## src/rtl/seq_detect_prog.sv

```systemverilog
// Programmable serial pattern detector with runtime-loadable pattern,
// overlap mode, input qualifier and saturating match counter.
module seq_detect_prog #(
  parameter int PAT_W = 8,
  parameter int CNT_W = 16,
  parameter logic [PAT_W-1:0] DEF_PATTERN = 'b1010,
  parameter int DEF_LEN = 4,
  parameter bit DEF_OVERLAP = 1'b1,
  localparam int LEN_W = $clog2(PAT_W + 1)
) (
  input  logic             i_clock,
  input  logic             i_reset,
  input  logic             i_bit_valid,
  input  logic             i_bit,
  input  logic             i_cfg_load,
  input  logic [PAT_W-1:0] i_pattern,
  input  logic [LEN_W-1:0] i_pat_len,
  input  logic             i_overlap,
  input  logic             i_cnt_clr,
  output logic             o_match,
  output logic [CNT_W-1:0] o_match_cnt,
  output logic             o_cfg_err
);

  localparam logic [LEN_W-1:0] FULL = LEN_W'(PAT_W);
  localparam logic [LEN_W-1:0] DEF_LEN_L = LEN_W'(DEF_LEN);
  localparam logic [CNT_W-1:0] CNT_MAX = '1;

  logic [PAT_W-1:0] r_pattern;
  logic [LEN_W-1:0] r_len;
  logic             r_overlap;
  logic             r_cfg_err;
  logic [PAT_W-1:0] r_hist;
  logic [LEN_W-1:0] r_fill;
  logic             r_match;
  logic [CNT_W-1:0] r_cnt;

  logic [PAT_W-1:0] w_hist_new;
  logic [LEN_W-1:0] w_fill_new;
  logic [PAT_W-1:0] w_mask;
  logic             w_len_bad;
  logic             w_load_bad;
  logic             w_accept;
  logic             w_match;

  assign w_hist_new = {r_hist[PAT_W-2:0], i_bit};
  assign w_fill_new = (r_fill == FULL) ? r_fill : r_fill + 1'b1;
  assign w_len_bad  = (r_len == '0) || (r_len > FULL);
  assign w_load_bad = (i_pat_len == '0) || (i_pat_len > FULL);
  assign w_accept   = i_bit_valid && !i_cfg_load;

  // Select only the low len bits of history/pattern for the compare.
  always_comb begin
    w_mask = '0;
    for (int i = 0; i < PAT_W; i++) begin
      w_mask[i] = (LEN_W'(i) < r_len);
    end
  end

  assign w_match = w_accept && !w_len_bad
                && (w_fill_new >= r_len)
                && (((w_hist_new ^ r_pattern) & w_mask) == '0);

  // Active configuration, replaced on a load strobe.
  always_ff @(posedge i_clock or posedge i_reset) begin
    if (i_reset) begin
      r_pattern <= DEF_PATTERN;
      r_len     <= DEF_LEN_L;
      r_overlap <= DEF_OVERLAP;
    end else if (i_cfg_load) begin
      r_pattern <= i_pattern;
      r_len     <= i_pat_len;
      r_overlap <= i_overlap;
    end
  end

  // Registered legality flag of the active pattern length.
  always_ff @(posedge i_clock or posedge i_reset) begin
    if (i_reset) begin
      r_cfg_err <= 1'b0;
    end else if (i_cfg_load) begin
      r_cfg_err <= w_load_bad;
    end
  end

  // Bit history and fill level; non-overlap mode restarts fill on a hit.
  always_ff @(posedge i_clock or posedge i_reset) begin
    if (i_reset) begin
      r_hist <= '0;
      r_fill <= '0;
    end else if (i_cfg_load) begin
      r_hist <= '0;
      r_fill <= '0;
    end else if (i_bit_valid) begin
      r_hist <= w_hist_new;
      r_fill <= (w_match && !r_overlap) ? '0 : w_fill_new;
    end
  end

  // One-cycle match pulse following the accepting edge.
  always_ff @(posedge i_clock or posedge i_reset) begin
    if (i_reset) begin
      r_match <= 1'b0;
    end else begin
      r_match <= w_match;
    end
  end

  // Saturating match counter; clear has priority over an increment.
  always_ff @(posedge i_clock or posedge i_reset) begin
    if (i_reset) begin
      r_cnt <= '0;
    end else if (i_cnt_clr) begin
      r_cnt <= '0;
    end else if (w_match && (r_cnt != CNT_MAX)) begin
      r_cnt <= r_cnt + 1'b1;
    end
  end

  assign o_match     = r_match;
  assign o_match_cnt = r_cnt;
  assign o_cfg_err   = r_cfg_err;

endmodule

```

## config.mk

```make
export PLATFORM = sky130hd
export DESIGN_NAME = seq_detect_prog
export DESIGN_NICKNAME = d
export VERILOG_FILES = /design/src/rtl/seq_detect_prog.sv
export SDC_FILE = /design/constraint.sdc
export NUM_CORES = 1
export LEC_CHECK = 0
export ABC_AREA = 0
export ABC_CLOCK_PERIOD_IN_PS = 6800
export BUFFER_PORTS_ARGS = -buffer_cell sky130_fd_sc_hd__buf_2
export CAP_MARGIN = 20
export CORE_MARGIN = 2
export CORE_UTILIZATION = 35
export DETAILED_ROUTE_END_ITERATION = 7
export GPL_TIMING_DRIVEN = 0
export SYNTH_ARGS = -nofsm -noshare
export SYNTH_HDL_FRONTEND = slang
export SYNTH_SLANG_ARGS = --single-unit
```

## constraint.sdc

```tcl
create_clock -name i_clock -period 6.8 [get_ports i_clock]
set_input_delay 1.36 -clock i_clock [delete_from_list [all_inputs] [get_ports i_clock]]
set_output_delay 1.36 -clock i_clock [all_outputs]
set_load 0.02 [all_outputs]
```

==> flow_summary.ini, run 1 <==
[pwr]
power_density_nw_per_um2 = 185
p_sw_w = 0.000144
cell_internal_pwr_w = 0.000362
switching_share = 0.285
max-vdd-ir-drop_uv = 113
combPwrFrac = 0.137
power_frac_clock = 0.325
sequential_share_of_power = 0.538
total_leakage_power_nw = 1.20

[timing]
final-max-slew-violation-count = 0
max_freq_mhz = 316
finalSetupViolCount = 0
period_needed_ns = 3.17
timing.slew.headroom = 0.404
skew_ns = 0.00948
setup-tns-final_ns = 0
rsz_0062_raised_after_global_routing = false
hold_viol = 0
tcrit_tclk_final = 0.466
holdWs_ns = 0.537
timing_worst_slew_pin_value_ns = 0.892

[clock_network]
cts_sinks = 42
cts.hold.buffers_added = 0
cts-htree-levels = 2
post_cts_resize_count = 0
cts_setup_buffers = 0
clkSlewWorstSetupHoldPaths_ns = 0.09
cts_tree = done
clk_root_buffer_cell = sky130_fd_sc_hd__clkbuf_8
numCtsBuffers = 5
clock_latency_ns = 0.30
cts_buffer_depth = 2

[route]
avgRoutedWirePerCell_um = 14.4
drt_iter0_markers = 111
drc_errors = 0
routed-via-count = 1924
routed_wl_um = 5250
via_per_inst = 5.29
final_antenna_net_count = 0
iteration_count_of_the_initial_detailed_routing_pass = 7

[synth]
share_of_the_synthesized_area_in_the_top_cell_type = 0.400
average_cell_area_after_synthesis_um2 = 9.86
synth_top_cell_by_area = sky130_fd_sc_hd__dfrtp_1
syn-num-nets = 267
ys_dominant_reg_cell = sky130_fd_sc_hd__dfrtp_1
post_synth_cell_types = 47
ys.warnings.count = 0
synth_top_cells_by_area = sky130_fd_sc_hd__dfrtp_1 40%, sky130_fd_sc_hd__mux2_2 4.7%, sky130_fd_sc_hd__dfstp_2 4.4%
synth_cells = 241
synth-seq-area-share = 0.444
number_of_flip_flops_and_latches_in_the_synthesized_netlist = 42
async_reset_ff_frac = 1.00
synth-edff-count = 0
post_synth_instance_area_um2 = 2380

[worst_setup_path]
critical-path-max-stage-delay_ns = 0.42
crit_path_cell_trace = clkbuf_1, nand4b_1, a2111oi_2, nand2_1, buf_2, nor4b_1, mux2_1
startpoint_type = primary input
critical_path.slowest_cell = sky130_fd_sc_hd__nor4b_1
criticalPathCategory = primary input to flip-flop
worstSetupEndpointType = flip-flop
cp.required_ns = 6.98
worstReg2RegStart = r_fill[0]
setup.worst_path.start = i_bit_valid
critical_path.max_fanout = 10
cp.arrival_ns = 3.35

[die]
die-width_um = 86.4
fp.coreArea_um2 = 6680
initial_util = 0.356
num_io_pins = 37
dieArea_um2 = 7460
fp-row-count = 30
floorplan.die.height_um = 86.4

[global_route]
grtUsageTotal = 0.150
grt_pass1_wl_um = 8800
via_count_of_the_first_global_routing_pass = 1818
grt_start_max_net_pins = 43
globalRoute.totalOverflow = 0
grt_antenna_before_repair = 0

[finish]
num-fill-cells = 674
post_route_cells_drive_above_1_share = 0.222
cell_area_after_layout_um2 = 2740
num-nets-final = 309
flow.area_growth_from_synthesis_pct = 15.4
antennaDiodeCount = 0

[min_path]
hold_start = o_cfg_err
hp-class = flip-flop to flip-flop

[job]
cap_viol_max_count = 0

[placed_design]
detailed_place_hpwl_um = 3820
placement.io_buffers = 35
gp_routability_congestion = 0.748
placed_cell_area_um2 = 2650

[status]
status = complete, no violations
-- cell type report --
class	instances	area, µm²	area share
sequential	42	1060	0.385
multi-input combinational	176	1230	0.449
buffer	12	47.5	0.0173
inverter	11	41.3	0.0151
tap	80	100	0.0365
clock buffer	5	68.8	0.0251
timing repair buffer	35	175	0.0639
clock inverter	3	21.3	0.00776
-- per-stage QoR --
step                cells  total power, W  utilization  worst slack [ns]
floorplan             241        0.000324            -              3.75
detailed placement    356        0.000347        0.397              3.25
finish                364        0.000506        0.410              3.63
global placement      356        0.000346        0.397              3.32
global route          364        0.000532        0.410              3.48
CTS                   364        0.000513        0.410              3.57
-- cell usage in the layout (no fill, tap or decap), types with 2 or more instances in the layout --
master | netlist | final
sky130_fd_sc_hd__a21oi_1 | 8 | 8
sky130_fd_sc_hd__a31o_1 | 2 | 2
sky130_fd_sc_hd__a31oi_1 | 2 | 2
sky130_fd_sc_hd__buf_1 | 2 | 2
sky130_fd_sc_hd__buf_2 | 2 | 37
sky130_fd_sc_hd__clkbuf_1 | 8 | 8
sky130_fd_sc_hd__clkbuf_8 | 0 | 5
sky130_fd_sc_hd__dfrtp_1 | 38 | 38
sky130_fd_sc_hd__dfstp_2 | 4 | 4
sky130_fd_sc_hd__ha_1 | 7 | 7
sky130_fd_sc_hd__inv_1 | 11 | 10
sky130_fd_sc_hd__mux2_1 | 8 | 8
sky130_fd_sc_hd__mux2_2 | 10 | 10
sky130_fd_sc_hd__mux2i_1 | 10 | 10
sky130_fd_sc_hd__nand2_1 | 18 | 18
sky130_fd_sc_hd__nand2b_1 | 3 | 3
sky130_fd_sc_hd__nand3_1 | 6 | 6
sky130_fd_sc_hd__nand4_1 | 6 | 6
sky130_fd_sc_hd__nor2_1 | 26 | 26
sky130_fd_sc_hd__nor2b_1 | 8 | 8
sky130_fd_sc_hd__nor3_1 | 4 | 4
sky130_fd_sc_hd__nor4_1 | 9 | 9
sky130_fd_sc_hd__nor4b_1 | 4 | 4
sky130_fd_sc_hd__o21a_1 | 2 | 2
sky130_fd_sc_hd__o21ai_0 | 4 | 4
sky130_fd_sc_hd__o311ai_1 | 3 | 3
sky130_fd_sc_hd__o41ai_1 | 3 | 3
sky130_fd_sc_hd__or3_1 | 2 | 2
sky130_fd_sc_hd__or4_1 | 3 | 3
sky130_fd_sc_hd__xnor2_1 | 10 | 10
-- synthesized netlist by cell type (all sizes together) (5+ instances only) --
cell and number:
o21ai 5, xnor2 10, dfrtp 38, nand2 18
nand3 6, mux2i 10, inv 11, nor2 27
nor4 9, a21oi 8, nor2b 8, ha 7
mux2 18, nand4 6, clkbuf 8
-- path summary, 6_finish.rpt --
kind                                   to  slack, ns  cells after the start
setup reg to reg           o_match_cnt[8]       3.74                     13
min in group asynchronous       r_hist[0]       1.24                      2
max in group asynchronous    r_pattern[7]       5.00                      2
hold reg to reg                 o_cfg_err       0.54                      2
hold / removal                  o_cfg_err       0.54                      2
setup / recovery           o_match_cnt[8]       3.63                      7
-- state kept, by name, indices dropped and copies added (netlist names) --
signal,flops
o_cfg_err,1
o_match,1
o_match_cnt,16
r_fill,4
r_hist,7
r_len,4
r_overlap,1
r_pattern,8
-- layer usage --
metal  wire length (µm)  track usage  part of all wire
met1               2560        0.211              0.49
met2               2410        0.227              0.46
met3                202       0.0324             0.038
met4                 78       0.0568             0.015
met5                  0            0                 0
-- critical path: cells and delay by family --
family                 cells  cell delay, ns
buffers and inverters      2            0.51
AO/OA/AOI/OAI              1            0.35
AND/OR/NAND/NOR            3            0.75
multiplexers               1            0.37
-- power by group through the flow --
stage          Combinational (W)  Sequential, W  Clock (W)
3_3_place_gp           0.0000688       0.000277          0
6_report               0.0000694       0.000272   0.000165
4_1_cts                0.0000704       0.000272   0.000171
5_1_grt                0.0000781       0.000274   0.000180
3_5_place_dp           0.0000702       0.000277          0
2_1_floorplan          0.0000493       0.000275          0
-- cell families after synthesis --
| family | count (synthesis) | synth area share |
|---|---|---|
| AO/OA/AOI/OAI | 33 | 0.0995 |
| XOR/XNOR | 11 | 0.0405 |
| buffers and inverters | 23 | 0.0374 |
| AND/OR/NAND/NOR | 97 | 0.214 |
| multiplexers | 28 | 0.127 |
| adder cells (fa/ha/maj) | 7 | 0.0369 |
| flip-flops | 42 | 0.444 |
Power figures use the tool's default switching activity.
==> run 2: changes to the inputs <==
--- a/config.mk
+++ b/config.mk
@@ -6,7 +6,7 @@
 export NUM_CORES = 1
 export LEC_CHECK = 0
 export ABC_AREA = 0
-export ABC_CLOCK_PERIOD_IN_PS = 6800
+export ABC_CLOCK_PERIOD_IN_PS = 3300
 export BUFFER_PORTS_ARGS = -buffer_cell sky130_fd_sc_hd__buf_2
 export CAP_MARGIN = 20
 export CORE_MARGIN = 2
==> constraint.sdc (replaced) <==
create_clock -name i_clock -period 3.3 [get_ports i_clock]
set_input_delay 0.66 -clock i_clock [delete_from_list [all_inputs] [get_ports i_clock]]
set_output_delay 0.66 -clock i_clock [all_outputs]
set_load 0.02 [all_outputs]
==> run 2 against run 1 <==
Core utilization up 0.094 points; combinational power is 110% higher; register-to-register slack worse by 3.5 ns; largest power group unchanged; critical path depth grew 6; hold slack improved by 0.00083 ns; total power up 110%; worst setup slack got worse by 3.3 ns.
==> flow_summary.ini, run 2 (synthesized netlist as in run 1, its figures left out) <==
[worst_setup_path]
crit_path_cell_trace = inv_1, ha_1, nand2_1, nor2_1, xnor2_1, ha_1, nand2b_1, a2111oi_0, a2111oi_2, nand2_1, buf_2, nor4_1, mux2_1
cp.required_ns = 3.48
critical_path.max_fanout = 10
cp.arrival_ns = 3.19
worstSetupEndpointType = flip-flop
startpoint_type = flip-flop
criticalPathCategory = flip-flop to flip-flop
critical-path-max-stage-delay_ns = 0.51
critical_path.slowest_cell = sky130_fd_sc_hd__a2111oi_0

[die]
num_io_pins = 37
fp-row-count = 30
fp.coreArea_um2 = 6680
dieArea_um2 = 7460
floorplan.die.height_um = 86.4
die-width_um = 86.4
initial_util = 0.356

[global_route]
grt_pass1_wl_um = 8800
global_route.usage.met2 = 0.227
grtUsageTotal = 0.150
grt_start_max_net_pins = 43
grt_util_met1 = 0.211
gr-usage-met3 = 0.0324
grt_antenna_before_repair = 0
globalRoute.totalOverflow = 0
via_count_of_the_first_global_routing_pass = 1818
globalRoute.busiestLayer = met2

[pwr]
fin_total_pwr_w = 0.00105
total_leakage_power_nw = 1.20
power_density_nw_per_um2 = 380
max-vdd-ir-drop_uv = 233

[route]
drt_iter0_markers = 105
final_antenna_net_count = 0
via_per_inst = 5.35
iteration_count_of_the_initial_detailed_routing_pass = 4
routed-via-count = 1946
routed_wl_um = 5260
drc_errors = 0
avgRoutedWirePerCell_um = 14.5

[min_path]
hp-class = primary input to asynchronous set/reset pin

[timing]
timing_worst_slew_pin_value_ns = 0.891
finalSetupViolCount = 0
tcrit_tclk_final = 0.913
rsz_0062_raised_after_global_routing = false
hold_viol = 0
setup-tns-final_ns = 0
period_needed_ns = 3.01
timing.slew.headroom = 0.405
skew_ns = 0.0105
final-max-slew-violation-count = 0
holdWs_ns = 0.538
max_freq_mhz = 332

[clock_network]
cts_sinks = 42
cts_tree = done
clock_latency_ns = 0.30
clkSlewWorstSetupHoldPaths_ns = 0.09
numCtsBuffers = 5
cts_buffer_depth = 2
cts_setup_buffers = 0
cts-htree-levels = 2
clk_root_buffer_cell = sky130_fd_sc_hd__clkbuf_8

[finish]
largest_register_ffs = 16
layoutNonFillerInstCount = 364
flow.area_growth_from_synthesis_pct = 15.6
layout_commonest_cell = sky130_fd_sc_hd__dfrtp_1
post_route_cells_drive_above_1_share = 0.225
num-fill-cells = 673
multiInputGateArea_um2 = 1240
seq_area_um2 = 1060
num-nets-final = 309
final_cell_mix = 38 x sky130_fd_sc_hd__dfrtp_1, 37 x sky130_fd_sc_hd__buf_2, 26 x sky130_fd_sc_hd__nor2_1
antennaDiodeCount = 0

[placed_design]
placed_cells_incl_taps = 356
gp_routability_congestion = 0.748
placement.io_buffers = 35
detailed_place_hpwl_um = 3820

[status]
status = complete, no violations

[job]
cap_viol_max_count = 0
## run 2: cell counts in the layout (fill, tap and decap cells not counted)
No cell type changed its count.
## run 2: stage by stage
step / instance area, µm² / setup slack, ns / utilization
after global placement: 2650 / 0.301 / 0.397
after global routing: 2750 / 0.0296 / 0.411
after floorplan: 2380 / 0.629 / -
after detailed placement: 2650 / 0.221 / 0.397
after CTS: 2740 / 0.192 / 0.410
final: 2750 / 0.288 / 0.411
## run 2: worst paths after layout
path / from / end / slack [ns] / cells after the start
worst max-delay path: r_fill[0] / o_match_cnt[7] / 0.29 / 13
worst min-delay path: i_reset / r_hist[0] / 0.54 / 2
worst max register to register: r_fill[0] / o_match_cnt[7] / 0.29 / 13
worst min register to register: o_cfg_err / o_cfg_err / 0.54 / 2
max in group asynchronous: i_reset / r_pattern[7] / 2.20 / 2
min in group i_clock: o_cfg_err / o_cfg_err / 0.54 / 2
## run 2: worst max-delay path: cells and delay by family (launching register included)
family | cells | cell delay [ns]
adder cells (fa/ha/maj) | 2 | 0.40
buffers and inverters | 2 | 0.35
XOR/XNOR | 1 | 0.16
AO/OA/AOI/OAI | 2 | 0.59
AND/OR/NAND/NOR | 5 | 0.62
multiplexers | 1 | 0.33
flip-flops | 1 | 0.45
## run 2: cell type report
type	instances	share of cell area
multi-input combinational	176	0.450
inverter	11	0.0150
clock buffer	5	0.0250
buffer	12	0.0173
timing repair buffer	35	0.0638
clock inverter	3	0.00774
sequential	42	0.384
tap	80	0.0364
## run 2: layer usage
layer | up-vias | wire (µm) | share of wire
li1 | 954 | - | -
met1 | 944 | 2540 | 0.48
met2 | 43 | 2430 | 0.46
met3 | 5 | 220 | 0.042
met4 | 0 | 78 | 0.015
met5 | - | 0 | 0
## run 2: where the power goes
group	leakage (nW)	internal, W	total, W	switching, W
logic	0.606	0.0000583	0.000143	0.0000844
clock network	0.0441	0.000149	0.000341	0.000193
registers	0.548	0.000539	0.000561	0.0000222
## run 2: timing repair
| item | 4_1_cts | 5_1_grt |
|---|---|---|
| hold endpoints to repair | 0 | 0 |
| hold buffers | 0 | 0 |
| gates resized for setup | 0 | 1 |
| endpoints found under the setup margin | 0 | 1 |
==> run 3: changes to the inputs <==
--- a/config.mk
+++ b/config.mk
@@ -9,10 +9,14 @@
 export ABC_CLOCK_PERIOD_IN_PS = 3300
 export BUFFER_PORTS_ARGS = -buffer_cell sky130_fd_sc_hd__buf_2
 export CAP_MARGIN = 20
+export CELL_PAD_IN_SITES_DETAIL_PLACEMENT = 2
+export CELL_PAD_IN_SITES_GLOBAL_PLACEMENT = 2
 export CORE_MARGIN = 2
 export CORE_UTILIZATION = 35
+export CTS_CLUSTER_SIZE = 24
 export DETAILED_ROUTE_END_ITERATION = 7
 export GPL_TIMING_DRIVEN = 0
+export PLACE_DENSITY_LB_ADDON = 0.1
 export SYNTH_ARGS = -nofsm -noshare
 export SYNTH_HDL_FRONTEND = slang
 export SYNTH_SLANG_ARGS = --single-unit
==> run 3 against run 2 <==
Total power rose by 17%; critical path depth fell by 1; cell count increased by 0.27%; non-clock buffer count is 1 higher; clock skew grew 0.0015 ns; critical path type unchanged; highest routed layer unchanged.
==> flow_summary.ini, run 3 (synthesized netlist as in run 1, its figures left out) <==
[worst_setup_path]
crit-reg2reg-capture = o_match_cnt[13]
criticalPathCategory = flip-flop to flip-flop
cp.required_ns = 3.49
critical_path_endpoint = o_match_cnt[13]
critical_path.max_fanout = 10
crit_path_cell_trace = inv_1, ha_1, nand2_1, nand2_1, mux2i_1, ha_1, o21ai_0, a2111oi_2, nand2_1, buf_2, nor4_1, mux2_1
worstRegToRegCells = 12
critical-path-max-stage-delay_ns = 0.42
critical_path.slowest_cell = sky130_fd_sc_hd__dfrtp_2
startpoint_type = flip-flop
setup.worst_path.start = r_fill[0]
worstReg2RegStart = r_fill[0]
worstSetupEndpointType = flip-flop
cp.arrival_ns = 3.24
reg2reg_setup_slack_ns = 0.25
timing.critical_path.mode_cell = sky130_fd_sc_hd__nand2_1

[route]
final_antenna_net_count = 0
avgRoutedWirePerCell_um = 17.6
routed-via-count = 1994
via_per_inst = 5.46
iteration_count_of_the_initial_detailed_routing_pass = 4
routed_wl_um = 6420
drt_iter0_markers = 75
drc_errors = 0

[timing]
rsz_0062_raised_after_global_routing = false
skew_ns = 0.0121
final-max-slew-violation-count = 0
setup-tns-final_ns = 0
finalSetupViolCount = 0
timing_worst_slew_pin_value_ns = 0.680
timing.slew.headroom = 0.547
tcrit_tclk_final = 0.924
max_freq_mhz = 328
hold_viol = 0
period_needed_ns = 3.05

[pwr]
fin_total_pwr_w = 0.00122
cell_internal_pwr_w = 0.000906
power_density_nw_per_um2 = 431
power_frac_clock = 0.412
switching_share = 0.259
p_sw_w = 0.000318
sequential_share_of_power = 0.459
total_leakage_power_nw = 1.23
combPwrFrac = 0.129
max-vdd-ir-drop_uv = 201

[clock_network]
cts_buffer_depth = 2
clk_root_buffer_cell = sky130_fd_sc_hd__clkbuf_8
clock_latency_ns = 0.30
cts_sinks = 42
cts-htree-levels = 2
cts_setup_buffers = 0
cts_tree = done
clkSlewWorstSetupHoldPaths_ns = 0.09
cts.hold.buffers_added = 0
numCtsBuffers = 5

[global_route]
grt_pass1_wl_um = 10900
globalRoute.totalOverflow = 0
grt_antenna_before_repair = 0
grtUsageTotal = 0.188
via_count_of_the_first_global_routing_pass = 2113
grt_start_max_net_pins = 34

[placed_design]
placement.io_buffers = 35
gp_routability_congestion = 0.728
detailed_place_hpwl_um = 4670

[die]
die-width_um = 86.4
fp-row-count = 30
floorplan.die.height_um = 86.4
num_io_pins = 37
initial_util = 0.356
dieArea_um2 = 7460
fp.coreArea_um2 = 6680

[finish]
fin_util = 0.425
num-nets-final = 310
flow.area_growth_from_synthesis_pct = 19.4
antennaDiodeCount = 0
largest_register_ffs = 16
final_cell_mix = 37 x sky130_fd_sc_hd__buf_2, 37 x sky130_fd_sc_hd__dfrtp_1, 25 x sky130_fd_sc_hd__nor2_1
post_route_cells_drive_above_1_share = 0.246

[status]
status = complete, no violations

[min_path]
hp-class = primary input to asynchronous set/reset pin

[job]
cap_viol_max_count = 0
==> run 3: power groups by stage <==
stage          Clock, W  Sequential, W  Combinational, W
2_1_floorplan         0       0.000567          0.000102
3_3_place_gp          0       0.000572          0.000148
3_5_place_dp          0       0.000572          0.000156
4_1_cts        0.000524       0.000562          0.000157
5_1_grt        0.000536       0.000567          0.000180
6_report       0.000504       0.000562          0.000158
==> run 3: critical path: cells and delay by family, from the launching register on <==
| kind | cells | cell delay (ns) |
|---|---|---|
| AOI/OAI and AO/OA | 2 | 0.51 |
| adders and majority gates | 2 | 0.47 |
| buffers and inverters | 2 | 0.30 |
| DFF | 1 | 0.42 |
| muxes | 2 | 0.59 |
| and+or+nand+nor | 4 | 0.64 |
==> run 3: how the worst min path moves through the flow <==
stage                 startpoint               to
detailed placement  r_pattern[2]     r_pattern[2]
CTS                      i_reset  o_match_cnt[10]
finish                   i_reset   o_match_cnt[3]
global route             i_reset   o_match_cnt[3]
global placement       o_cfg_err        o_cfg_err
floorplan           r_pattern[7]     r_pattern[7]
==> run 3: layer usage <==
layer | part of all wire | vias up | GRT usage
met3 | 0.037 | 5 | 0.0314
li1 | - | 953 | -
met2 | 0.47 | 32 | 0.297
met4 | 0.0067 | 0 | 0.0426
met5 | 0 | - | 0
met1 | 0.49 | 1004 | 0.273
==> run 3: what timing repair did <==
action | 4_1_cts | 5_1_grt
setup endpoints to repair | 0 | 20
endpoints found under the hold margin | 0 | 0
gates resized for setup | 0 | 7
==> run 3: through the flow <==
step	std cells	setup WS [ns]	hold slack [ns]	area (µm²)
2_1_floorplan	241	0.629	0.501	2380
3_3_place_gp	356	0.249	0.504	2650
3_5_place_dp	357	0.102	0.524	2670
4_1_cts	365	0.0722	0.274	2810
5_1_grt	365	0.0113	0.280	2840
6_report	365	0.252	0.276	2840
==> run 3: cell type report <==
class,count,area (µm²)
Clock buffer,5,68.8
Inverter,11,41.3
Fill cell,743,3840
Tap cell,80,100
Clock inverter,3,68.8
Sequential cell,42,1060
Buffer,12,47.5
Timing Repair Buffer,36,195
Multi-Input combinational cell,176,1260
